`src/rtl/word_scan_display_pkg.sv`:
```
// ---------------------------------------------------------------------------
// word_scan_display_pkg
//   Shared definitions for the word scan display block:
//   - fetch FSM state encoding
//   - display geometry (number of hex digits) and the blank segment pattern
//   - hex-to-7-segment lookup table, bit order gfedcba, active-low
// ---------------------------------------------------------------------------
package word_scan_display_pkg;

    typedef enum logic {
        S_IDLE = 1'b0,
        S_READ = 1'b1
    } state_t;

    localparam int         NUM_DIGITS = 8;
    localparam int         DIGIT_W    = $clog2(NUM_DIGITS);
    localparam logic [7:0] SEG_BLANK  = 8'hFF;

    // Indexed by nibble value; entry 15 is listed first in the concatenation.
    localparam logic [15:0][6:0] HEX7_TABLE = {
        7'h0E, 7'h06, 7'h21, 7'h46,   // F E d C
        7'h03, 7'h08, 7'h10, 7'h00,   // b A 9 8
        7'h78, 7'h02, 7'h12, 7'h19,   // 7 6 5 4
        7'h30, 7'h24, 7'h79, 7'h40    // 3 2 1 0
    };

endpackage

```
`src/rtl/word_scan_display_hex7seg.sv`:
```
// ---------------------------------------------------------------------------
// hex7seg
//   Combinational nibble to 7-segment decoder.
//   Ports:
//     nibble  in  4  hex value to display
//     segs    out 7  segments {g,f,e,d,c,b,a}, active-low
// ---------------------------------------------------------------------------
module hex7seg
    import word_scan_display_pkg::*;
(
    input  logic [3:0] nibble,
    output logic [6:0] segs
);

    assign segs = HEX7_TABLE[nibble];

endmodule

```
`src/rtl/word_scan_display.sv`:
```
// ---------------------------------------------------------------------------
// word_scan_display
//   Fetches the 32-bit word at addr_in from a synchronous-read memory and
//   shows it as 8 hex digits on a multiplexed, active-low 7-segment display.
//   Ports:
//     clk          in  1   system clock, rising edge
//     rst          in  1   asynchronous, active-high reset
//     addr_in      in  4   address from the upstream counter (sync to clk)
//     mem_rd_addr  out 4   registered read address to memory
//     mem_rd_data  in  32  read data, valid RD_LAT cycles after mem_rd_addr
//     shown_addr   out 4   address of the word currently displayed
//     an           out 8   digit enables, active-low, an[0] = rightmost
//     seg          out 8   {dp,g,f,e,d,c,b,a}, active-low
// ---------------------------------------------------------------------------
module word_scan_display
    import word_scan_display_pkg::*;
#(
    parameter int RD_LAT    = 1,
    parameter int DIV_COUNT = 100000,
    parameter int DIV_W     = 17
) (
    input  logic        clk,
    input  logic        rst,
    input  logic [3:0]  addr_in,
    output logic [3:0]  mem_rd_addr,
    input  logic [31:0] mem_rd_data,
    output logic [3:0]  shown_addr,
    output logic [7:0]  an,
    output logic [7:0]  seg
);

    localparam logic [2:0]       LAT_TGT  = 3'(RD_LAT);
    localparam logic [DIV_W-1:0] DIV_LAST = DIV_W'(DIV_COUNT - 1);

    // ------------------------------------------------------------------
    // Fetch FSM
    // ------------------------------------------------------------------
    state_t       state_q, state_d;
    logic [3:0]   rd_addr_d;
    logic [2:0]   lat_cnt, lat_cnt_d;
    logic [31:0]  word_q, word_d;
    logic [3:0]   shown_d;
    logic         valid, valid_d;

    // NOTE: every signal gets its hold value first so no path through the
    // case leaves it unassigned; otherwise synthesis infers a latch.
    always_comb begin
        state_d   = state_q;
        rd_addr_d = mem_rd_addr;
        lat_cnt_d = lat_cnt;
        word_d    = word_q;
        shown_d   = shown_addr;
        valid_d   = valid;
        case (state_q)
            S_IDLE: begin
                // valid==0 forces a first fetch even when addr_in matches.
                if (!valid || (addr_in != mem_rd_addr)) begin
                    rd_addr_d = addr_in;
                    lat_cnt_d = '0;
                    state_d   = S_READ;
                end
            end
            S_READ: begin
                if (addr_in != mem_rd_addr) begin
                    // Address moved during the read: abandon it and restart.
                    rd_addr_d = addr_in;
                    lat_cnt_d = '0;
                end else if (lat_cnt == LAT_TGT) begin
                    word_d  = mem_rd_data;
                    shown_d = mem_rd_addr;
                    valid_d = 1'b1;
                    state_d = S_IDLE;
                end else begin
                    lat_cnt_d = lat_cnt + 3'd1;
                end
            end
            default: state_d = S_IDLE;
        endcase
    end

    // NOTE: sequential state uses non-blocking assignments so every register
    // samples the pre-edge values, independent of statement order.
    always_ff @(posedge clk or posedge rst) begin
        if (rst) begin
            state_q     <= S_IDLE;
            mem_rd_addr <= '0;
            lat_cnt     <= '0;
            word_q      <= '0;
            shown_addr  <= '0;
            valid       <= 1'b0;
        end else begin
            state_q     <= state_d;
            mem_rd_addr <= rd_addr_d;
            lat_cnt     <= lat_cnt_d;
            word_q      <= word_d;
            shown_addr  <= shown_d;
            valid       <= valid_d;
        end
    end

    // ------------------------------------------------------------------
    // Digit scanner: free-running from reset, independent of valid
    // ------------------------------------------------------------------
    logic [DIV_W-1:0]   prescaler;
    logic [DIGIT_W-1:0] digit;

    always_ff @(posedge clk or posedge rst) begin
        if (rst) begin
            prescaler <= '0;
            digit     <= '0;
        end else if (prescaler == DIV_LAST) begin
            prescaler <= '0;
            digit     <= digit + 1'b1;   // wraps 7 -> 0 by width
        end else begin
            prescaler <= prescaler + 1'b1;
        end
    end

    // ------------------------------------------------------------------
    // Display: one shared decoder, muxed by digit, registered outputs
    // ------------------------------------------------------------------
    logic [3:0] cur_nibble;
    logic [6:0] cur_segs;

    assign cur_nibble = word_q[{digit, 2'b00} +: 4];

    hex7seg u_hex7seg (
        .nibble (cur_nibble),
        .segs   (cur_segs)
    );

    always_ff @(posedge clk or posedge rst) begin
        if (rst) begin
            an  <= 8'hFF;
            seg <= SEG_BLANK;
        end else if (valid) begin
            an  <= ~(8'b1 << digit);     // exactly one enable low
            seg <= {1'b1, cur_segs};     // dp held off
        end else begin
            an  <= 8'hFF;
            seg <= SEG_BLANK;
        end
    end

endmodule

```
`config.mk`:
```
export PLATFORM = sky130hd
export DESIGN_NAME = word_scan_display
export DESIGN_NICKNAME = d
export VERILOG_FILES = /design/src/rtl/word_scan_display_pkg.sv /design/src/rtl/word_scan_display_hex7seg.sv /design/src/rtl/word_scan_display.sv
export SDC_FILE = /design/constraint.sdc
export NUM_CORES = 1
export LEC_CHECK = 0
export CORE_ASPECT_RATIO = 0.9
export CORE_MARGIN = 4
export CORE_UTILIZATION = 40
export DETAILED_ROUTE_END_ITERATION = 12
export SLEW_MARGIN = 10
export SYNTH_ARGS = -nofsm -noshare
export SYNTH_HDL_FRONTEND = slang
export SYNTH_HIERARCHICAL = 1
export SYNTH_SLANG_ARGS = --single-unit
```
`constraint.sdc`:
```
create_clock -name clk -period 3.2 [get_ports clk]
set_clock_uncertainty 0.15 [all_clocks]
set_input_delay 0.8 -clock clk [delete_from_list [all_inputs] [get_ports clk]]
set_output_delay 0.8 -clock clk [all_outputs]
set_load 0.05 [all_outputs]
```
* Yosys cells after proc, flatten, opt, wreduce, memory -nomap -nowiden
Memory sizes are Yosys's and may differ from the RTL's.
Index checks and enable logic that the tools add are counted.
** Storage, ports and cells
- Output and inout port bits :: 24
- RAM bits :: 0
- Word-level logic and storage cells :: 46
- Bits in read-only memories :: 112
- Input bits :: 38
- Bits in registers :: 81
- Memories kept :: 1
- Latch bits :: 0
** Cells by class
- $add $sub $neg :: 3
- Multipliers :: 0
- Shifts and indexed selects :: 2
- Eq/ne operators :: 6
- Mux-type cells :: 15
- Divide/modulo/power cells :: 0
- Bitwise operators :: 3
- $lt $le $gt $ge :: 1
- Reduce and logical (&&, ||, !) cells :: 5
** Memory list
- (name not given) :: depth 16, bits a word 7, rd ports 1, clocked after memory_dff 0, write ports 0, line word_scan_display_hex7seg.sv:15 : assign segs = HEX7_TABLE[nibble];
** Operator list (number)
- $shiftx 32x6->4 :: 1
- $add 17x1->17 const B :: 1
- $eq 17x17->1 const B :: 1
- $mux 17 :: 1
- $mux 7 :: 2
- $mux 3 :: 3
- $mux 4 :: 2
- $mux 8 :: 1
- $not 8->8 :: 1
- $pmux 4 s2 :: 1
- $shl 1x3->8 const A :: 1
- $add 3x1->3 const B :: 2
- $pmux 3 s2 :: 1
- $lt 4x5->1 const B :: 1
- $ne 4x4->1 :: 1
- $reduce_and 2->1 :: 2
- $eq 3x1->1 const B :: 1
- $mux 1 :: 3
- $ne 3x3->1 const B :: 1
- $reduce_and 3->1 :: 1
- $ne 2x1->1 const B :: 1
- $ne 2x2->1 const B :: 1
- $not 1->1 :: 2
- $pmux 1 s2 :: 1
- 2 further kinds :: 2

* Longest topological paths before layout
- Word-level depth :: 4
- Mapped depth :: 10

* By module
Netlist, hierarchy kept.
** By module, submodules not included
- word_scan_display :: cells each 263, times used 1, seq. area each 2020.7 um^2, area each 3641.0 um^2
- hex7seg :: cells each 31, times used 1, seq. area each 0.0 um^2, area each 261.5 um^2

* Least setup slack after synthesis
Ideal clock, no wire load.
- Kind :: register -> register
- Start point :: register digit[0]
- End point :: register seg[3]
- Stages on the path, launching flop included :: 10
- Path buffers :: 1
- Data required time :: 2962 ps
- Data arrival time :: 2246 ps
- Slack :: 717 ps
- Library setup time :: 88 ps
- Period minus slack after synthesis :: 2483 ps
- Cell sequence :: dfrtp_1 buf_2 mux4_2 nand2_1 nand2_1 inv_1 ha_1 inv_1 mux4_1 nand2b_1
** On the way
- Longest elaborated chain between the ends :: 4
** Ends and longest elaborated chain
- from (decl) :: line word_scan_display.sv:105 : logic [DIGIT_W-1:0] digit;
- from (signal assigned) :: line word_scan_display.sv:113 : digit <= digit + 1'b1;
- $shiftx 32x6->4 :: line word_scan_display.sv:125 : assign cur_nibble = word_q[{digit, 2'b00} +: 4];
- named net cur_nibble[0] :: line word_scan_display.sv:122 : logic [3:0] cur_nibble;
- $mem_v2 16x7
- $mux 7 (implied by the code) :: line word_scan_display_hex7seg.sv:15
- named net cur_segs[3] :: line word_scan_display.sv:123 : logic [6:0] cur_segs;
- $mux 7 :: line word_scan_display.sv:136 : end else if (valid) begin
- to (signal assigned) :: line word_scan_display.sv:138 : seg <= {1'b1, cur_segs};
- to (decl) :: line word_scan_display.sv:29 : output logic [7:0] seg
The timed path passes the listed nets, and every way through them passes these cells. The select of a mux whose other input is x is not followed.
A chain may end at the register's enable or synchronous reset.

* Worst setup path in the final report
Ends and elaborated chain as after synthesis.

==> flow_metrics.tcl <==
set metrics [dict create \
    synth_nets 348 \
    outcome "finished, final reports clean" \
    synth_commonest_cells "dfrtp_1 (65), mux2_4 (30), nand2_1 (29)" \
    crit_fanout 13 \
    power.share.switching_pct 27.8 \
    grt_pass1_wl_um 11800 \
    worst_r2r_path_depth 6 \
    ys_seq_elements 80 \
    fmax_mhz 380 \
    die_y_um 102 \
    synth.most_common_cell "dfrtp_1" \
    grt_pass1_vias 2404 \
    post_cts_resized 0 \
    crit_buf_inv 1 \
    max-clock-path-buffers 2 \
    fillCellCount 846 \
    final-seq-area_sq_um 2020 \
    async_flop_share_pct 100 \
    multi_input_area_sq_um 1730 \
    syn_to_final_growth_pct 24.1 \
    cts_setup_buffers 0 \
    hp-class "flop to flop" \
    synth_area_per_cell_sq_um 13.3 \
    power.switching_mw 0.682 \
    vias_per_cell 4.76 \
    crit_required_ns 3.31 \
    pwr-share-comb_pct 20.8 \
    cts-buffers-inserted 9 \
    cpPeakStageDelay_ns 0.62 \
    synth_area_leader_cell "dfrtp_1" \
    initial_core_util_pct 41.8 \
    drtIter0Drc 80 \
    critPathTopFamily "multiplexers" \
    synth_cells 294 \
    cp.depth 6 \
    drc_errors 0 \
    endpoint_kind "flop" \
    internal-power_mw 1.77 \
    insertion_delay_ns 0.35 \
    worstMarginPinSlew_ns 0.531 \
    die_w_um 112 \
    yosysWarnings 6 \
    fin_nets 412 \
    synth.distinct_cells 41 \
    cpMostUsedCell "nand2_1" \
    placed_area_sq_um 4630 \
    reg2reg_from "digit[0]" \
    die_area_sq_um 11400 \
    syn-cell-area_sq_um 3900 \
    antenna_found_initial 0 \
    holdPathStages 1 \
    fin_area_sq_um 4840 \
    fin_total_pwr_mw 2.45 \
    overflow 0 \
    hold_start "prescaler[0]" \
    clk_pin_slew_worst_paths_ns 0.08 \
    tns_ns 0 \
    io-pin-count 62 \
    synth.top_cell.area_share_pct 41.7 \
    slew_violations 0 \
    synth_top_cells_by_area "dfrtp_1 (42%), mux2_4 (12%), dfstp_2 (10%), ha_1 (5.1%), mux4_2 (4.6%)" \
    dpl.hpwl_um 5160 \
    root_buffer "clkbuf_8" \
    worstPathArrival_ns 2.74 \
    vias 2307 \
    setup_viol 0 \
    wire_per_inst_um 14.0 \
    fin_crit_ns 2.63 \
    cts_hold_buf 0 \
    first_pass_iters 4 \
    cts_tree "yes" \
    gr-usage-all-layers_pct 13.0 \
    startpoint "digit[0]" \
    path_cells "buf_4 -> mux4_2 -> nand2_1 -> nand2_1 -> mux4_1 -> nand2b_1" \
    coreArea_sq_um 9330 \
    drv_cap 0 \
    final_antenna_net_count 0 \
    ys_seq_area_share_pct 51.8 \
    antennaDiodeCount 0 \
    port_buffers 60 \
    critical_path_class "flop to flop" \
    final_hold_viol_count 0 \
    startpoint_type "flop" \
    cts.sinks 80 \
    floorplan.rows 33 \
    fin_crit_sh_pct 82.3 \
    seq_power_share_pct 47.8 \
    synth-edff-count 0 \
    rsz0062_at_grt "no" \
    place.gp.congestion 0.777 \
    totalWireLength_um 6810 \
    powerDensity_nw_per_um2 507 \
    leakage_nw 2.13 \
    cp_slowest_cell "dfrtp_1" \
    synth_flop_cell "dfrtp_1" \
    maxSlewHeadroom_pct 64.5 \
    grt_max_degree 40 \
    power_frac_clock_pct 31.4 \
    irDropWorstVdd_mv 0.242 \
    drive_above_1_share_pct 24.8 \
    htreeDepth 3 \
]
flip-flops by register name, summed over array words and instances, names as in the netlist:
register / flops
prescaler: 17
state_q: 1
word_q: 32
an: 8
mem_rd_addr: 4
valid: 1
digit: 3
lat_cnt: 3
seg: 7
shown_addr: 4
through the flow:
step	setup WS (ns)	hold slack, ns	util [%]	cells
4_1_cts	0.513	0.347	51.9	485
3_5_place_dp	0.454	0.335	49.7	469
5_1_grt	0.332	0.384	51.9	485
2_1_floorplan	0.223	0.290	-	294
6_report	0.566	0.344	51.9	485
3_3_place_gp	0.475	0.329	49.7	469
layout by cell type (no fill, tap or decap), drive strengths merged, types with 2 or more instances in the layout:
cell type	Yosys	routed
clkdlybuf4s50	0	60
xnor2	16	16
and2	2	2
nor4b	2	2
clkinv	0	2
or3	3	3
nand4	7	7
nand3	9	9
nand2b	9	9
mux2	38	38
nand2	29	29
and3	2	2
clkbuf	7	10
buf	6	6
ha	16	16
a21oi	2	2
nor3	4	4
mux2i	6	6
o21ai	8	8
mux4	9	9
nand3b	2	2
nor2	15	15
inv	11	13
dfrtp	65	65
xor2	3	3
dfstp	15	15
logic make-up after synthesis:
| kind of cell | synth area share [%] |
|---|---|
| AOI/OAI and AO/OA | 1.96 |
| xor gates and xnor gates | 4.26 |
| adders and majority gates | 5.13 |
| buffers and inverters | 3.78 |
| DFF | 51.8 |
| muxes | 20.7 |
| other | 0.0961 |
| and+or+nand+nor | 12.3 |
power by group through the flow:
stage / registers (mW) / clock network, mW / logic [mW]
floorplan: 1.30 / 0 / 0.246
global placement: 1.20 / 0 / 0.508
detailed placement: 1.19 / 0 / 0.516
CTS: 1.17 / 0.808 / 0.516
global route: 1.19 / 0.845 / 0.552
finish: 1.17 / 0.771 / 0.509
metal layers:
layer,wire (um),vias to the layer above,global-route usage [%]
li1,-,1142,-
met1,3320,1099,17.9
met2,3010,58,19.4
met3,387,8,4.12
met4,88,0,4.44
met5,0,-,0
worst paths after layout:
check / end / slack [ns]
worst max-delay path: seg[3] / 0.57
worst min-delay path: prescaler[0] / 0.34
worst max register to register: seg[3] / 0.57
worst min register to register: prescaler[0] / 0.34
max in group asynchronous: word_q[11] / 1.72
min in group asynchronous: prescaler[6] / 0.57
area by class of cell:
type,count,share of cell area (%)
Timing Repair Buffer,66,14.1
Sequential cell,80,41.7
Clock buffer,10,2.84
Multi-Input combinational cell,190,35.8
Tap cell,122,3.15
Clock inverter,6,1.50
Inverter,11,0.878
(Power assumes the default switching activity.)
